### src/rtl/dual_fetch.sv
// dual_fetch: two-wide instruction fetch stage with static jump prediction and
// an optional 16-entry bimodal predictor for conditional branches.
// Optional feature macro: FETCH_BHT_EN (counter table + resolve update logic).
// Without it, conditional branches are predicted not-taken and resolve_* is ignored.
module dual_fetch (
    input  logic        clock,
    input  logic        reset,
    input  logic        stall,
    input  logic        flush,
    input  logic [11:0] redirect_pc,
    input  logic [31:0] q_imem_1,
    input  logic [31:0] q_imem_2,
    input  logic        resolve_valid,
    input  logic [11:0] resolve_pc,
    input  logic        resolve_taken,
    output logic [11:0] address_imem_1,
    output logic [11:0] address_imem_2,
    output logic [31:0] fd_t,
    output logic [31:0] fd_b,
    output logic [11:0] fd_pc,
    output logic        fd_valid_t,
    output logic        fd_valid_b,
    output logic        fd_pred_taken
);

    localparam logic [4:0] OP_J   = 5'b00001;
    localparam logic [4:0] OP_BNE = 5'b00010;
    localparam logic [4:0] OP_JAL = 5'b00011;
    localparam logic [4:0] OP_BLT = 5'b00110;

    function automatic logic is_cond(input logic [31:0] instr);
        return (instr[31:27] == OP_BNE) || (instr[31:27] == OP_BLT);
    endfunction

    function automatic logic is_jump(input logic [31:0] instr);
        return (instr[31:27] == OP_J) || (instr[31:27] == OP_JAL);
    endfunction

    // imm[16:0] truncated to 12 bits only keeps imm[11:0] in a 12-bit sum.
    function automatic logic [11:0] cond_target(input logic [11:0] slot_pc,
                                                input logic [31:0] instr);
        return slot_pc + 12'd1 + instr[11:0];
    endfunction

    function automatic logic [11:0] slot_target(input logic [11:0] slot_pc,
                                                input logic [31:0] instr);
        return is_jump(instr) ? instr[11:0] : cond_target(slot_pc, instr);
    endfunction

    logic [11:0] pc_q, pc_d;
    logic [31:0] fd_t_q, fd_t_d;
    logic [31:0] fd_b_q, fd_b_d;
    logic [11:0] fd_pc_q, fd_pc_d;
    logic        fd_valid_t_q, fd_valid_t_d;
    logic        fd_valid_b_q, fd_valid_b_d;
    logic        fd_pred_taken_q, fd_pred_taken_d;

    logic [11:0] pc_plus1;
    logic [11:0] pc_plus2;
    logic        top_cnt_taken;
    logic        bot_cnt_taken;
    logic        top_taken;
    logic        bot_taken;

    assign pc_plus1 = pc_q + 12'd1;
    assign pc_plus2 = pc_q + 12'd2;

`ifdef FETCH_BHT_EN
    function automatic logic [1:0] sat_update(input logic [1:0] cnt, input logic taken);
        if (taken) return (cnt == 2'b11) ? cnt : cnt + 2'd1;
        return (cnt == 2'b00) ? cnt : cnt - 2'd1;
    endfunction

    logic [1:0] bht_q [16];
    logic [1:0] bht_d [16];
    logic       unused_resolve_hi;

    assign unused_resolve_hi = ^resolve_pc[11:4];

    // Counter training from the execute-stage resolve port; independent of stall/flush.
    always_comb begin
        bht_d = bht_q;
        if (resolve_valid) begin
            bht_d[resolve_pc[3:0]] = sat_update(bht_q[resolve_pc[3:0]], resolve_taken);
        end
    end

    // Counter table storage; lookups below read the registered (pre-update) value.
    always_ff @(posedge clock or negedge reset) begin
        if (!reset) begin
            for (int i = 0; i < 16; i++) bht_q[i] <= 2'b01;
        end else begin
            bht_q <= bht_d;
        end
    end

    assign top_cnt_taken = bht_q[pc_q[3:0]][1];
    assign bot_cnt_taken = bht_q[pc_plus1[3:0]][1];
`else
    logic unused_resolve;

    assign unused_resolve = ^{resolve_valid, resolve_pc, resolve_taken};
    assign top_cnt_taken  = 1'b0;
    assign bot_cnt_taken  = 1'b0;
`endif

    assign top_taken = is_jump(q_imem_1) || (is_cond(q_imem_1) && top_cnt_taken);
    assign bot_taken = is_jump(q_imem_2) || (is_cond(q_imem_2) && bot_cnt_taken);

    // Next-PC selection and fetch/decode register capture; flush outranks stall.
    always_comb begin
        pc_d            = pc_q;
        fd_t_d          = fd_t_q;
        fd_b_d          = fd_b_q;
        fd_pc_d         = fd_pc_q;
        fd_valid_t_d    = fd_valid_t_q;
        fd_valid_b_d    = fd_valid_b_q;
        fd_pred_taken_d = fd_pred_taken_q;
        if (flush) begin
            pc_d            = redirect_pc;
            fd_valid_t_d    = 1'b0;
            fd_valid_b_d    = 1'b0;
            fd_pred_taken_d = 1'b0;
        end else if (!stall) begin
            fd_t_d       = q_imem_1;
            fd_b_d       = q_imem_2;
            fd_pc_d      = pc_q;
            fd_valid_t_d = 1'b1;
            if (top_taken) begin
                pc_d            = slot_target(pc_q, q_imem_1);
                fd_valid_b_d    = 1'b0;
                fd_pred_taken_d = 1'b1;
            end else if (bot_taken) begin
                pc_d            = slot_target(pc_plus1, q_imem_2);
                fd_valid_b_d    = 1'b1;
                fd_pred_taken_d = 1'b1;
            end else begin
                pc_d            = pc_plus2;
                fd_valid_b_d    = 1'b1;
                fd_pred_taken_d = 1'b0;
            end
        end
    end

    // PC and fetch/decode pipeline registers.
    always_ff @(posedge clock or negedge reset) begin
        if (!reset) begin
            pc_q            <= 12'd0;
            fd_t_q          <= 32'd0;
            fd_b_q          <= 32'd0;
            fd_pc_q         <= 12'd0;
            fd_valid_t_q    <= 1'b0;
            fd_valid_b_q    <= 1'b0;
            fd_pred_taken_q <= 1'b0;
        end else begin
            pc_q            <= pc_d;
            fd_t_q          <= fd_t_d;
            fd_b_q          <= fd_b_d;
            fd_pc_q         <= fd_pc_d;
            fd_valid_t_q    <= fd_valid_t_d;
            fd_valid_b_q    <= fd_valid_b_d;
            fd_pred_taken_q <= fd_pred_taken_d;
        end
    end

    assign address_imem_1 = pc_q;
    assign address_imem_2 = pc_plus1;
    assign fd_t           = fd_t_q;
    assign fd_b           = fd_b_q;
    assign fd_pc          = fd_pc_q;
    assign fd_valid_t     = fd_valid_t_q;
    assign fd_valid_b     = fd_valid_b_q;
    assign fd_pred_taken  = fd_pred_taken_q;

endmodule

### config.mk
export PLATFORM = sky130hd
export DESIGN_NAME = dual_fetch
export DESIGN_NICKNAME = d
export VERILOG_FILES = /design/src/rtl/dual_fetch.sv
export SDC_FILE = /design/constraint.sdc
export NUM_CORES = 1
export LEC_CHECK = 0
export ABC_AREA = 0
export CORE_UTILIZATION = 37
export DETAILED_ROUTE_END_ITERATION = 6
export PLACE_DENSITY = 0.76
export SETUP_SLACK_MARGIN = 0.3
export SYNTH_ARGS = -nofsm -noshare
export SYNTH_HDL_FRONTEND = slang
export SYNTH_SLANG_ARGS = --single-unit
### constraint.sdc
create_clock -name clock -period 1.6 [get_ports clock]
set_input_delay 0.16 -clock clock [delete_from_list [all_inputs] [get_ports clock]]
set_output_delay 0.16 -clock clock [all_outputs]
set_load 0.05 [all_outputs]
==> impl_metrics.json, run 1 <==
{
  "outcome": "finished with violations",
  "violations": "negative setup slack",
  "root_buffer": "clkbuf_16",
  "drt_iter0_drc": 150,
  "crit_path_start_kind": "register",
  "instances_no_fill": 720,
  "nets": 672,
  "cts_buffers": 9,
  "p_leak_uw": 0.00325,
  "yosys.area.top_type_share_pct": 54.4,
  "slew_headroom_pct": 74.6,
  "setup_viol": 18,
  "die-height_um": 108,
  "synth.most_common_cell": "dfrtp_1",
  "dieArea_um2": 11800,
  "total_power_uw": 8650,
  "antenna_left": 0,
  "peakVddDrop_v": 0.000617,
  "crit_arrival_ns": 1.70,
  "fin_ws_ns": -0.260,
  "multi_input_area_um2": 2120,
  "syn_inst": 342,
  "end_kind": "primary output",
  "antenna_found_initial": 0,
  "cts_tree": "done",
  "fin_skew_ns": 0.00487,
  "tightestPinTransition_ns": 0.381,
  "dp.cells": 681,
  "period_needed_ns": 1.86,
  "regArea_um2": 2290,
  "synthTopCellsByArea": "dfrtp_1 (54%), mux2_2 (20%), xnor2_1 (1.7%)",
  "core_um2": 10900,
  "max_freq_mhz": 538,
  "insertion_delay_ns": 0.33,
  "yosysTopAreaCell": "dfrtp_1",
  "yosysUniqueCellTypes": 42,
  "crit_type": "reg -> out",
  "fin_crit_sh_pct": 116,
  "vias": 3748,
  "top_level_ports": 197,
  "async_flop_share_pct": 100,
  "drive_gt1_share_pct": 55.9,
  "wire_per_inst_um": 18.1,
  "synth-seq-cells": 91,
  "grt_max_degree": 55,
  "cts_buffer_depth": 2,
  "routed_wl_um": 13000,
  "place_congestion": 0.787,
  "drv_cap": 0,
  "yosys_warnings": 0,
  "hpwl_um": 9370,
  "syn_area_per_cell_um2": 12.2,
  "syn2layout_area_growth_pct": 77.5,
  "synth_common_cells": "dfrtp_1 (91), mux2_2 (76), nor2_1 (17)",
  "syn-num-nets": 438,
  "start_util_pct": 38.3,
  "fill_cells": 783,
  "route.detailed.drc": 0,
  "syn-cell-area_um2": 4190,
  "grt_pass1_wl_um": 20000,
  "grt_pass1_vias": 3889,
  "antenna_cells": 0,
  "finalMaxSlewViolations": 0,
  "rsz0062_at_grt": "true",
  "synth_ff_type": "dfrtp_1",
  "cts.sinks": 91,
  "power_density_nw_per_um2": 1160,
  "synth_edf_count": 0,
  "chipWidth_um": 108,
  "r2r_slack_ns": -0.24,
  "final_util_pct": 68.0,
  "seq_area_frac_synth_pct": 54.4,
  "worstPathRequired_ns": 1.44,
  "path_clk_slew_ns": 0.06,
  "viasPerCell": 5.21,
  "port_buffers": 182,
  "holdCritPathClass": "in -> reg",
  "std_cell_rows": 38,
  "gr-total-overflow": 0,
  "critPathMaxFanout": 4,
  "hold_viol": 0,
  "grt_use_total_pct": 22.3,
  "cts.htree.levels": 3,
  "firstDrtPassIters": 4
}
## report_power, final
group	leakage [uW]	internal (uW)	switching, uW
clock	0.000131	1130	869
combinational	0.00206	1550	2190
sequential	0.00106	2650	251
total	0.00325	5340	3310
## sequential cells by signal, indices dropped and copies added, names as in the netlist
signal,cells
fd_pc,12
fd_b,32
fd_valid_b,1
address_imem_1,12
fd_valid_t,1
fd_pred_taken,1
fd_t,32
## path summary, 6_finish.rpt
path	from	to	cells past startpoint
worst min register to register	fd_pc[4]$_DFFE_PN0P_	fd_pc[4]$_DFFE_PN0P_	1
worst min-delay path	q_imem_2[30]	fd_b[30]$_DFFE_PN0P_	3
min in group asynchronous	reset	fd_pred_taken$_DFFE_PN0P_	2
max in group asynchronous	reset	address_imem_1[1]$_DFFE_PN0P_	3
worst max register to register	address_imem_1[1]$_DFFE_PN0P_	address_imem_1[10]$_DFFE_PN0P_	8
worst max-delay path	address_imem_1[1]$_DFFE_PN0P_	address_imem_2[9]	6
## cells by family after synthesis
kind of cell             synth area share (%)
multiplexers                             20.7
adder cells (fa/ha/maj)                 0.597
flip-flops                               54.4
XOR/XNOR                                 2.72
AND/OR/NAND/NOR                          8.27
buffers and inverters                    4.21
AO/OA/AOI/OAI                            9.17
## through the flow
| stage | setup TNS (ns) | worst slack [ns] | hold slack, ns | instance area (um2) |
|---|---|---|---|---|
| 3_5_place_dp | -5.21 | -0.359 | 0.0862 | 6720 |
| 2_1_floorplan | -1.27 | -0.215 | -0.136 | 4500 |
| 5_1_grt | -3.93 | -0.348 | 0.197 | 7430 |
| 6_report | -2.93 | -0.260 | 0.202 | 7430 |
| 4_1_cts | -2.48 | -0.276 | 0.191 | 7250 |
| 3_3_place_gp | -3.38 | -0.267 | 0.0841 | 6720 |
## per-layer routing
| metal | track usage, % | up-vias | part of all wire [%] |
|---|---|---|---|
| li1 | - | 1702 | - |
| met1 | 27.3 | 1860 | 39 |
| met2 | 37.9 | 168 | 51 |
| met3 | 6.27 | 18 | 8.0 |
| met4 | 6.95 | 0 | 1.4 |
| met5 | 0 | - | 0 |
## worst max-delay path: stages (launching register included)
cell     delay, ns
dfrtp_4       0.45
ha_4          0.18
inv_4         0.04
nor2_4        0.09
nand4_1       0.22
xnor2_4       0.23
buf_12        0.16
## layout by cell type (no fill, tap or decap), types with 3 or more instances in the layout
master,n
buf_4,120
dfrtp_1,80
mux2_2,76
clkdlybuf4s50_1,70
buf_12,29
buf_6,20
nor2_1,13
inv_1,11
nand2_1,11
o21ai_0,10
dfrtp_2,10
clkbuf_16,9
a21oi_1,7
a31oi_1,7
xnor2_4,6
a22o_1,6
nor2b_1,5
nor2_4,4
nand4_1,4
a31o_2,4
dlygate4sd2_1,4
nand3_4,3
nand3_2,3
or3_1,3
buf_2,3
## repair_timing
action,4_1_cts,5_1_grt
endpoints found under the hold margin,21,0
resized for setup,47,24
setup buffers,13,9
pin swaps,27,25
cloned,1,0
endpoints found under the setup margin,28,104
hold buffers,1,0
## final cells by class
| cell class | count | share of cell area (%) |
|---|---|---|
| Sequential cell | 91 | 30.8 |
| Clock buffer | 12 | 3.45 |
| Tap cell | 140 | 2.36 |
| Timing Repair Buffer | 249 | 33.8 |
| Inverter | 13 | 0.724 |
| Multi-Input combinational cell | 212 | 28.5 |
| Clock inverter | 3 | 0.320 |
Power figures use the tool's default switching activity.
==> run 2: changes to the inputs <==
- GPL_TIMING_DRIVEN: default -> 0
==> impl_metrics.json, run 2 (synthesized netlist as in run 1, its figures left out) <==
{
  "outcome": "finished with violations",
  "violations": "negative setup slack",
  "antenna_left": 0,
  "viasPerCell": 5.17,
  "fin_skew_ns": 0.0133,
  "slew_headroom_pct": 54.4,
  "gr-total-overflow": 0,
  "antenna_found_initial": 0,
  "path_clk_slew_ns": 0.07,
  "power_density_nw_per_um2": 1140,
  "drv_cap": 0,
  "holdCritPathClass": "in -> reg",
  "mostFrequentLayoutCells": "clkdlybuf4s15_2 (84), dfrtp_1 (79), mux2_2 (76)",
  "tightestPinTransition_ns": 0.684,
  "syn2layout_area_growth_pct": 81.2,
  "final_common_cell": "clkdlybuf4s15_2",
  "cts.sinks": 91,
  "wire_per_inst_um": 19.2,
  "cts_buffer_depth": 2,
  "std_cell_rows": 38,
  "crit_type": "reg -> out",
  "setup_viol": 17,
  "core_um2": 10900,
  "drive_gt1_share_pct": 55.7,
  "max_freq_mhz": 504,
  "chipWidth_um": 108,
  "crit_chain": "ha_4, clkbuf_16, buf_4, buf_6, nand4_1, xnor2_2, buf_6",
  "total_power_uw": 8620,
  "path_common_cell": "buf_6",
  "dr.max_layer_used": "met4",
  "wl_met1_um": 5310,
  "period_needed_ns": 1.98,
  "met2_length_um": 7100,
  "die-height_um": 108,
  "route.detailed.drc": 0,
  "drt_iter0_drc": 148,
  "cts.htree.levels": 3,
  "grt_pass1_vias": 3986,
  "worstPathRequired_ns": 1.44,
  "port_buffers": 181,
  "critPathMaxFanout": 4,
  "p_leak_uw": 0.00318,
  "slowest_delay_ns": 0.51,
  "grt_use_total_pct": 24.1,
  "start_util_pct": 38.3,
  "insertion_delay_ns": 0.34,
  "fill_cells": 766,
  "slowest_stage": "dfrtp_4",
  "dieArea_um2": 11800,
  "cts_tree": "done",
  "grt_max_degree": 53,
  "hold_slack_ns": 0.0764,
  "dr_wl_met3_um": 1130,
  "routed_wl_um": 13800,
  "cts_buffers": 9,
  "finalMaxSlewViolations": 0,
  "root_buffer": "clkbuf_16",
  "top_level_ports": 197,
  "crit_path_start_kind": "register",
  "hpwl_um": 9390,
  "end_kind": "primary output",
  "crit_arrival_ns": 1.82,
  "fin_crit_sh_pct": 124,
  "peakVddDrop_v": 0.000833,
  "r2r_slack_ns": -0.24,
  "firstDrtPassIters": 4,
  "place_congestion": 0.786,
  "rsz0062_at_grt": "true",
  "hold_viol": 0,
  "vias": 3722,
  "grt_pass1_wl_um": 21100,
  "nets": 673,
  "dp_slack_ns": -0.918,
  "fin_ws_ns": -0.382,
  "antenna_cells": 0
}
[run 2: worst paths after layout]
check	from	end	depth (start not counted)
worst min register to register	fd_b[21]$_DFFE_PN0P_	fd_b[21]$_DFFE_PN0P_	1
max in group asynchronous	reset	fd_b[16]$_DFFE_PN0P_	3
worst max register to register	address_imem_1[1]$_DFFE_PN0P_	address_imem_1[9]$_DFFE_PN0P_	9
worst max-delay path	address_imem_1[1]$_DFFE_PN0P_	address_imem_2[5]	7
worst min-delay path	q_imem_2[31]	fd_b[31]$_DFFE_PN0P_	2
min in group asynchronous	reset	fd_pred_taken$_DFFE_PN0P_	2
[run 2: metrics by stage]
step / setup TNS (ns) / utilization [%] / cells / instance area [um2]
4_1_cts: -2.71 / 66.7 / 700 / 7300
6_report: -3.74 / 69.4 / 720 / 7590
5_1_grt: -4.63 / 69.4 / 720 / 7590
2_1_floorplan: -1.27 / - / 342 / 4500
3_5_place_dp: -35.19 / 59.5 / 664 / 6510
3_3_place_gp: -317.83 / 59.3 / 663 / 6490
[run 2: per-layer routing]
layer | global-route usage, % | vias up
li1 | - | 1693
met2 | 41.3 | 163
met3 | 7.53 | 24
met5 | 0 | -
met1 | 28.1 | 1842
met4 | 8.88 | 0
[run 2: report_power, final]
| group | switching, uW | internal [uW] |
|---|---|---|
| clock network | 869 | 1210 |
| registers | 220 | 2650 |
| logic | 2210 | 1460 |
[run 2: final cells by class]
class	count	area, um2	area share [%]
well taps	140	175	2.31
clock inverters	1	7.51	0.0989
multi-input cells	212	2120	27.9
inverters	13	61.3	0.808
clock buffers	13	280	3.69
plain buffers	26	287	3.78
flip-flops and latches	91	2290	30.2
repair buffers	224	2370	31.2
[run 2: critical path: cells and delay by family (launching register included)]
family / cells / cell delay (ns)
and+or+nand+nor: 1 / 0.10
buffers and inverters: 4 / 0.56
adders and majority gates: 1 / 0.17
DFF: 1 / 0.51
xor gates and xnor gates: 1 / 0.13
[run 2: timing repair]
item / CTS / global route
hold buffers: 1 / 0
endpoints found under the setup margin: 193 / 102
setup buffers: 19 / 20
cloned: 2 / 0
pin swaps: 30 / 33
resized for setup: 455 / 37
endpoints found under the hold margin: 39 / 0
